### src/rtl/sat_ctrl_seq.sv
// Sequencing controller for a bin-level SAT engine: imply/decide/analyze/backtrack
// loop with decision budget, per-phase watchdog and saturating statistics.
module sat_ctrl_seq #(
    parameter int WIDTH_LVL  = 16,
    parameter int WIDTH_BIN  = 10,
    parameter int WIDTH_CNT  = 16,
    parameter int WIDTH_WDOG = 12,
    parameter int WDOG_LIMIT = 4095
) (
    input  logic                 clk,
    input  logic                 rst,
    input  logic                 start_core_i,
    input  logic [WIDTH_BIN-1:0] cur_bin_num_i,
    input  logic [WIDTH_CNT-1:0] budget_i,
    output logic                 done_core_o,
    output logic                 sat_o,
    output logic                 unsat_o,
    output logic                 global_unsat_o,
    output logic                 abort_o,
    output logic                 wdog_err_o,
    output logic [WIDTH_BIN-1:0] bkt_bin_o,
    output logic [WIDTH_LVL-1:0] bkt_lvl_o,
    output logic                 apply_imply_o,
    input  logic                 done_imply_i,
    input  logic                 conflict_i,
    output logic                 start_decision_o,
    input  logic                 done_decision_i,
    input  logic                 all_c_is_sat_i,
    output logic                 apply_analyze_o,
    input  logic                 done_analyze_i,
    input  logic [WIDTH_BIN-1:0] bkt_bin_num_i,
    input  logic [WIDTH_LVL-1:0] bkt_lvl_i,
    output logic                 apply_bkt_cur_bin_o,
    input  logic                 done_bkt_cur_bin_i,
    output logic [WIDTH_CNT-1:0] conflicts_o,
    output logic [WIDTH_CNT-1:0] decisions_o,
    output logic                 busy_o
);

    typedef enum logic [2:0] {IDLE, IMPLY, DECIDE, ANALYZE, BKT, DONE} state_t;

    localparam logic [WIDTH_WDOG-1:0] WDOG_LAST = WIDTH_WDOG'(WDOG_LIMIT - 1);

    state_t                state, state_nxt;
    logic [WIDTH_BIN-1:0]  lat_bin;
    logic [WIDTH_CNT-1:0]  lat_budget;
    logic [WIDTH_WDOG-1:0] wdog;
    logic                  phase_done;
    logic                  wdog_hit;
    logic                  budget_hit;
    logic [WIDTH_CNT-1:0]  dec_next;
    logic [WIDTH_CNT-1:0]  conf_next;

    function automatic logic [WIDTH_CNT-1:0] sat_inc(input logic [WIDTH_CNT-1:0] v);
        return (&v) ? v : v + WIDTH_CNT'(1);
    endfunction

    always_comb begin
        phase_done = 1'b0;
        case (state)
            IMPLY:   phase_done = done_imply_i;
            DECIDE:  phase_done = done_decision_i;
            ANALYZE: phase_done = done_analyze_i;
            BKT:     phase_done = done_bkt_cur_bin_i;
            default: phase_done = 1'b0;
        endcase
        wdog_hit   = (state != IDLE) && (state != DONE) && (wdog == WDOG_LAST) && !phase_done;
        dec_next   = sat_inc(decisions_o);
        conf_next  = sat_inc(conflicts_o);
        budget_hit = (lat_budget != '0) && (dec_next >= lat_budget);
    end

    always_comb begin
        state_nxt = state;
        case (state)
            IDLE:    if (start_core_i) state_nxt = IMPLY;
            IMPLY:   if (done_imply_i) state_nxt = conflict_i ? ANALYZE : DECIDE;
            DECIDE:  if (done_decision_i)
                         state_nxt = (all_c_is_sat_i || budget_hit) ? DONE : IMPLY;
            ANALYZE: if (done_analyze_i)
                         state_nxt = (bkt_bin_num_i != '0 && bkt_bin_num_i == lat_bin) ? BKT : DONE;
            BKT:     if (done_bkt_cur_bin_i) state_nxt = IMPLY;
            DONE:    state_nxt = IDLE;
            default: state_nxt = IDLE;
        endcase
        if (wdog_hit) state_nxt = DONE;
    end

    always_ff @(posedge clk) begin
        if (rst) begin
            state               <= IDLE;
            lat_bin             <= '0;
            lat_budget          <= '0;
            wdog                <= '0;
            done_core_o         <= 1'b0;
            sat_o               <= 1'b0;
            unsat_o             <= 1'b0;
            global_unsat_o      <= 1'b0;
            abort_o             <= 1'b0;
            wdog_err_o          <= 1'b0;
            bkt_bin_o           <= '0;
            bkt_lvl_o           <= '0;
            apply_imply_o       <= 1'b0;
            start_decision_o    <= 1'b0;
            apply_analyze_o     <= 1'b0;
            apply_bkt_cur_bin_o <= 1'b0;
            conflicts_o         <= '0;
            decisions_o         <= '0;
            busy_o              <= 1'b0;
        end else begin
            state <= state_nxt;
            // Moore outputs are registered from the next state so they align with it.
            apply_imply_o       <= (state_nxt == IMPLY);
            start_decision_o    <= (state_nxt == DECIDE);
            apply_analyze_o     <= (state_nxt == ANALYZE);
            apply_bkt_cur_bin_o <= (state_nxt == BKT);
            done_core_o         <= (state_nxt == DONE);
            busy_o              <= (state_nxt != IDLE);

            if (state == IDLE || state_nxt != state) wdog <= '0;
            else                                     wdog <= wdog + WIDTH_WDOG'(1);

            case (state)
                IDLE: if (start_core_i) begin
                    lat_bin        <= cur_bin_num_i;
                    lat_budget     <= budget_i;
                    conflicts_o    <= '0;
                    decisions_o    <= '0;
                    sat_o          <= 1'b0;
                    unsat_o        <= 1'b0;
                    global_unsat_o <= 1'b0;
                    abort_o        <= 1'b0;
                    wdog_err_o     <= 1'b0;
                end
                IMPLY: if (done_imply_i && conflict_i) conflicts_o <= conf_next;
                DECIDE: if (done_decision_i) begin
                    if (all_c_is_sat_i) begin
                        sat_o <= 1'b1;
                    end else begin
                        decisions_o <= dec_next;
                        if (budget_hit) abort_o <= 1'b1;
                    end
                end
                ANALYZE: if (done_analyze_i && bkt_bin_num_i != lat_bin) begin
                    unsat_o   <= 1'b1;
                    bkt_bin_o <= bkt_bin_num_i;
                    bkt_lvl_o <= bkt_lvl_i;
                    if (bkt_bin_num_i == '0) global_unsat_o <= 1'b1;
                end
                default: ;
            endcase

            if (wdog_hit) begin
                abort_o    <= 1'b1;
                wdog_err_o <= 1'b1;
            end
        end
    end

endmodule

### config.mk
export PLATFORM = sky130hd
export DESIGN_NAME = sat_ctrl_seq
export DESIGN_NICKNAME = d
export VERILOG_FILES = /design/src/rtl/sat_ctrl_seq.sv
export SDC_FILE = /design/constraint.sdc
export NUM_CORES = 1
export LEC_CHECK = 0
export CORE_ASPECT_RATIO = 0.9
export CORE_MARGIN = 1.5
export CORE_UTILIZATION = 45
export DETAILED_ROUTE_END_ITERATION = 6
export PLACE_DENSITY = 0.79
export SETUP_SLACK_MARGIN = 0.02
export SYNTH_ARGS = -nofsm -noshare
export SYNTH_HDL_FRONTEND = slang
export SYNTH_SLANG_ARGS = --single-unit
export TNS_END_PERCENT = 50
### constraint.sdc
create_clock -name clk -period 4.4 [get_ports clk]
set_clock_uncertainty 0.15 [all_clocks]
set_input_delay 0.88 -clock clk [delete_from_list [all_inputs] [get_ports clk]]
set_output_delay 0.88 -clock clk [all_outputs]
set_load 0.005 [all_outputs]
# Yosys cells after proc, flatten, opt, wreduce, memory -nomap -nowiden
# Cells that the tools add are included.
# word_totals
reg_bits,110
in_bits,61
output_inout_bits,69
wordCells,118
# classes
n_addsub,3
order_cmp,1
eq_ne,26
n_mux,35
n_reduce_logical,34
# ops
op,count
2-to-1 mux 16 bit,6
case mux 16 bit (2 select lines),2
adder 16 x 1 -> 16 bit (second input constant),2
AND reduction 16 bit,2
2-to-1 mux 3 bit,7
>= comparator 16 bit,1
inequality test 2 bit (second input constant),8
AND reduction 4 bit,4
nonzero test 16 bit,1
inequality test 3 bit (second input constant),5
case mux 3 bit (5 select lines),1
2-to-1 mux 1 bit,14
adder 12 x 1 -> 12 bit (second input constant),1
equality test 12 bit (second input constant),1
equality test 3 x 2 -> 1 bit (second input constant),4
equality test 10 bit,1
logical NOT 10 bit,1
inequality test 10 bit,1
nonzero test 10 bit,1
nonzero test 2 bit,5
equality test 3 bit (second input constant),3
nonzero test 3 bit,3
case mux 1 bit (2 select lines),4
logical AND 1 bit,7
other kinds (10),14

# Logic depth before layout (Yosys ltp)
# depth
ltp_word,12
ltp_mapped,15
mapped_depth_nobuf,13

# Worst setup path after synthesis
# Ideal clock, no wire load.
# synth_path
kind,reg-to-reg
from,reg decisions_o[2]
to,reg busy_o
setup_ps,125
t_arrival_ps,2963
t_required_ps,4125
slack_ps,1162
stages_incl_launch_ff,15
path_buffers,2
period_less_slack_ps,3238
cell_sequence,dfxtp_1 > buf_2 > and4_1 > and4_1 > buf_2 > a31oi_2 > nand4_1 > xnor2_1 > ha_1 > a211o_1 > a21oi_1 > o311a_1 > o21ai_0 > a21o_1 > o41a_1
# synth_between
elab_chain_cells,10
elab_cells_between_ends,11
cone_classes,1 x add/sub; 1 x order compare; 5 x mux; 4 x reduce/logical
# synth_rtl
element,line,rtl
from (decl),36,"output logic [WIDTH_CNT-1:0] decisions_o,"
from (signal assigned),140,decisions_o <= dec_next;
adder 16 x 1 -> 16 bit or AND reduction 16 bit (tied branches),55,return (&v) ? v : v + WIDTH_CNT'(1);
2-to-1 mux 16 bit (*),55,
>= comparator 16 bit (*),70,budget_hit = (lat_budget != '0) && (dec_next >= lat_budget);
logical AND 1 bit (*),70,
logical OR 1 bit (*),79,state_nxt = (all_c_is_sat_i || budget_hit) ? DONE : IMPLY;
2-to-1 mux 3 bit (*),79,
2-to-1 mux 3 bit (*),78,DECIDE: if (done_decision_i)
case mux 3 bit (5 select lines) (*),75,case (state)
2-to-1 mux 3 bit (*),86,if (wdog_hit) state_nxt = DONE;
nonzero test 3 bit (*),118,busy_o <= (state_nxt != IDLE);
to (signal assigned),118,
to (decl),37,output logic busy_o
# Mark *: on every way between the ends. The rest lies on a longest branch, timed or not.
# A chain may end at the register's enable or synchronous reset.

# Worst setup path in the final report
# Ends and elaborated chain as after synthesis.

==> results by group <==
STA
  – Number of endpoints failing setup at the final stage: 0
  – Total count of hold-check failures in the final report: 0
  – Unrepaired setup endpoints after global routing: false
  – Normalized max-slew margin: 51.4%
  – Maximum achievable frequency: 269 MHz
  – Final worst slack: 0.687 ns
  – Post-route fraction of the period consumed by the critical path: 84.4%
  – Period minus WS final: 3.71 ns
  – Actual transition at the worst max-transition pin: 0.722 ns
  – Max-slew violation count: 0
  – Setup TNS Final: 0 ns

Synth
  – Number of distinct library cells after synthesis: 54
  – Flip-flop and latch count after synthesis: 110
  – Syn avg cell area: 8.44 um2
  – Fraction of registers with async set/reset: 0%
  – Netlist area before placement: 0.00549 mm2
  – Gate Count Post-Synth: 650
  – Post-synth top flop: dfxtp_1
  – Yosys warning total: 0
  – Post-synth net total: 731
  – Proportion of synthesized chip area in sequential cells: 40.1%
  – Count of flip-flops with a built-in enable after synthesis: 0

Worst setup path
  – End of the worst register-to-register path: busy_o$_SDFF_PP0_
  – Critical path fanouts, max: 10
  – Number of cells on the critical path: 12
  – Arrival time reported for the critical path endpoint: 3.82 ns
  – Setup slack of the worst register-to-register path: 0.69 ns
  – Crit end category: register
  – Worst path buffer plus inverter count: 0
  – Worst r2r path cells: 12
  – Crit path launch type: register
  – Slowest cell on crit path: nor4_1
  – Worst flop-to-flop path startpoint: decisions_o[2]$_SDFFE_PP0P_
  – Crit-path cells: and4_1 -> nand3_1 -> nor4_1 -> nor3_1 -> xnor2_1 -> ha_1 -> o21a_1 -> a21oi_1 -> o311a_1 -> o21ai_0 -> a21o_1 -> o41a_1
  – Critical path required time: 4.50 ns
  – Delay of the slowest cell on the worst path: 0.68 ns
  – Critical setup path kind: reg -> reg
  – CP Capture Point: busy_o$_SDFF_PP0_
  – Gate family responsible for the most delay along the worst path: simple AND/OR/NAND/NOR gates
  – CP startpoint: decisions_o[2]$_SDFFE_PP0P_

Die
  – Core outline area: 0.0120 mm2
  – Total Die Area: 0.0129 mm2
  – Initial Util: 45.8%
  – Die height: 108 um
  – Die boundary width: 119 um
  – I/O pin total: 130
  – Count of standard-cell rows: 38

Finish
  – Area delta synth->final: 31.8%
  – Non-Filler Instances: 930
  – N_diodes: 0
  – Net count of the finished layout: 846
  – Share of layout cells above drive strength 1: 6.10%

Power and ir drop
  – Pwr/cell area: 305 mW/mm2
  – Switching Fraction: 26.9%
  – Share of total power in the clock network: 40.0%
  – IR drop worst, VDD: 0.000188 V
  – Combinational power share: 12.4%
  – Internal power of the cells: 1.61 mW
  – Reg power frac: 47.6%
  – Leak pwr: 2.51 nW
  – Net Sw Power: 0.593 mW

Global routing
  – Total routing usage reported by global routing: 22.4%
  – Via count of the first global-routing pass: 4834
  – Pin count of the biggest net entering global routing: 66
  – First-pass GRT wire length: 23.1 mm
  – Aggregate global routing overflow: 0
  – Initial antenna violation count: 0

Route
  – Count of routing violations after the opening detailed-route iteration: 339
  – Via density per instance: 5.46
  – Drt pass-1 iters: 5
  – Final antenna-violating net count: 0
  – Wire length per cell: 15.2 um
  – Via count: 5079
  – DRC errors left: 0
  – DRT Wirelength: 14.1 mm

CTS
  – Insertion delay of the later-clocked pin in the worst-skew pair: 0.37 ns
  – Clk sink count: 110
  – Clock transition at the registers of the reported paths: 0.08 ns
  – CTS buffer count: 9
  – Maximum number of buffers from clock root to sink: 2
  – Postcts setup bufs: 0
  – CTS Hold Buffers Added: 0
  – Library cell used as clock root buffer: clkbuf_16
  – Number of levels the H-tree was split into: 3
  – CTS tree: yes
  – Post-cts sizing count: 0

Run status
  – Outcome: complete, no violations

Flow run
  – Number of max-cap violations: 0

Place
  – Number of port buffers: 129
  – Worst slack after detailed placement: 0.745 ns
  – HPWL reported at the end of detailed placement: 10.5 mm
  – RD Place Congestion: 0.880
  – Placed cell count: 914

Hold path
  – Path category of the worst min-delay check: reg -> reg
-- registers in the layout (all words and copies together), names as in the netlist, 3 cells and up --
name,count
lat_budget,16
bkt_lvl_o,16
state,3
bkt_bin_o,10
wdog,12
lat_bin,10
conflicts_o,16
decisions_o,16
-- power by group through the flow --
stage	registers (mW)	clock network, mW	logic [mW]
2_1_floorplan	1.06	0	0.165
6_report	1.05	0.881	0.272
3_5_place_dp	1.07	0	0.270
4_1_cts	1.05	0.893	0.272
5_1_grt	1.05	0.935	0.300
3_3_place_gp	1.07	0	0.264
-- tightest hold or removal path: cells and delay by family (launching register included) --
kind	cells	cell delay, ns
flip-flops	1	0.32
AND/OR/NAND/NOR	1	0.05
AO/OA/AOI/OAI	1	0.05
-- cell families (layout without fill, tap and decap cells) --
| kind of cell | count (synthesis) | after routing | synth area share, % |
|---|---|---|---|
| xor+xnor | 42 | 42 | 6.70 |
| mux | 29 | 29 | 5.29 |
| compound gates | 118 | 118 | 13.7 |
| simple gates | 276 | 276 | 25.5 |
| buf+inv | 55 | 175 | 4.15 |
| flops | 110 | 110 | 40.1 |
| fa+ha+maj | 20 | 20 | 4.56 |
-- worst min path at each step --
stage                                      startpoint                          end  slack [ns]  depth (start not counted)
final                         wdog_err_o$_SDFFE_PP0P_      wdog_err_o$_SDFFE_PP0P_        0.32                          2
after global routing          wdog_err_o$_SDFFE_PP0P_      wdog_err_o$_SDFFE_PP0P_        0.34                          2
after CTS                 lat_budget[13]$_SDFFE_PP0P_  lat_budget[13]$_SDFFE_PP0P_        0.32                          2
after detailed placement  lat_budget[13]$_SDFFE_PP0P_  lat_budget[13]$_SDFFE_PP0P_        0.31                          2
after global placement        wdog_err_o$_SDFFE_PP0P_      wdog_err_o$_SDFFE_PP0P_        0.30                          2
after floorplan               lat_bin[0]$_SDFFE_PP0P_      lat_bin[0]$_SDFFE_PP0P_        0.30                          2
-- layer usage --
metal  global-route usage (%)  part of all wire, %
met5                        0                    0
met4                     10.5                  3.2
met3                     4.03                  5.8
met2                     35.4                   45
met1                     29.8                   46
-- metrics by stage --
step           utilization [%]  total power, mW  hold WS, ns  instance area [um2]
2_1_floorplan                -             1.23        0.299                 5490
3_3_place_gp              57.6             1.34        0.299                 6910
3_5_place_dp              57.6             1.34        0.313                 6910
4_1_cts                   60.4             2.21        0.323                 7230
5_1_grt                   60.4             2.29        0.337                 7230
6_report                  60.4             2.20        0.320                 7230
-- cell type report --
class                      instances  area [um2]
timing repair buffer             136        1340
inverter                          23        86.3
clock buffer                       9         225
clock inverter                     7         100
tap                              160         200
multi-input combinational        485        3080
fill                            1073        4750
sequential                       110        2200
-- Yosys cell counts, drive strengths merged (3+ instances only) --
cell / instances / area, um2
nor4: 20 / 209
nand2b: 7 / 43.8
o211ai: 4 / 30.0
nand2: 94 / 353
nand4: 17 / 106
xnor2: 24 / 210
ha: 20 / 250
o31ai: 8 / 60.1
and4: 9 / 78.8
nor3: 9 / 45.0
inv: 23 / 86.3
clkbuf: 20 / 75.1
mux2i: 29 / 290
or3: 5 / 31.3
buf: 12 / 66.3
nand3: 22 / 110
o22ai: 3 / 25.0
xor2: 18 / 158
dfxtp: 110 / 2200
o21ai: 19 / 106
a21oi: 53 / 265
nor2: 71 / 267
o21a: 5 / 37.5
a211o: 3 / 26.3
nor2b: 5 / 31.3
and3: 8 / 50.1
a31oi: 6 / 50.0
-- cells in the final DEF (no fill, tap or decap), types with 8 or more instances in the layout --
master | synthesis | final
inv_1 | 23 | 23
mux2i_1 | 29 | 29
nor4_1 | 8 | 8
nor3_1 | 9 | 8
nand4_1 | 17 | 17
xnor2_1 | 24 | 24
clkbuf_16 | 0 | 9
clkdlybuf4s50_1 | 0 | 128
a21oi_1 | 53 | 53
o21ai_0 | 17 | 17
xor2_1 | 18 | 18
nor2_1 | 71 | 71
nor4_2 | 11 | 11
o31ai_1 | 8 | 8
dfxtp_1 | 110 | 110
ha_1 | 20 | 20
and3_1 | 8 | 8
nand3_1 | 22 | 22
and4_1 | 9 | 9
nand2_1 | 94 | 94
No activity file was read; power rests on OpenSTA's default activity.
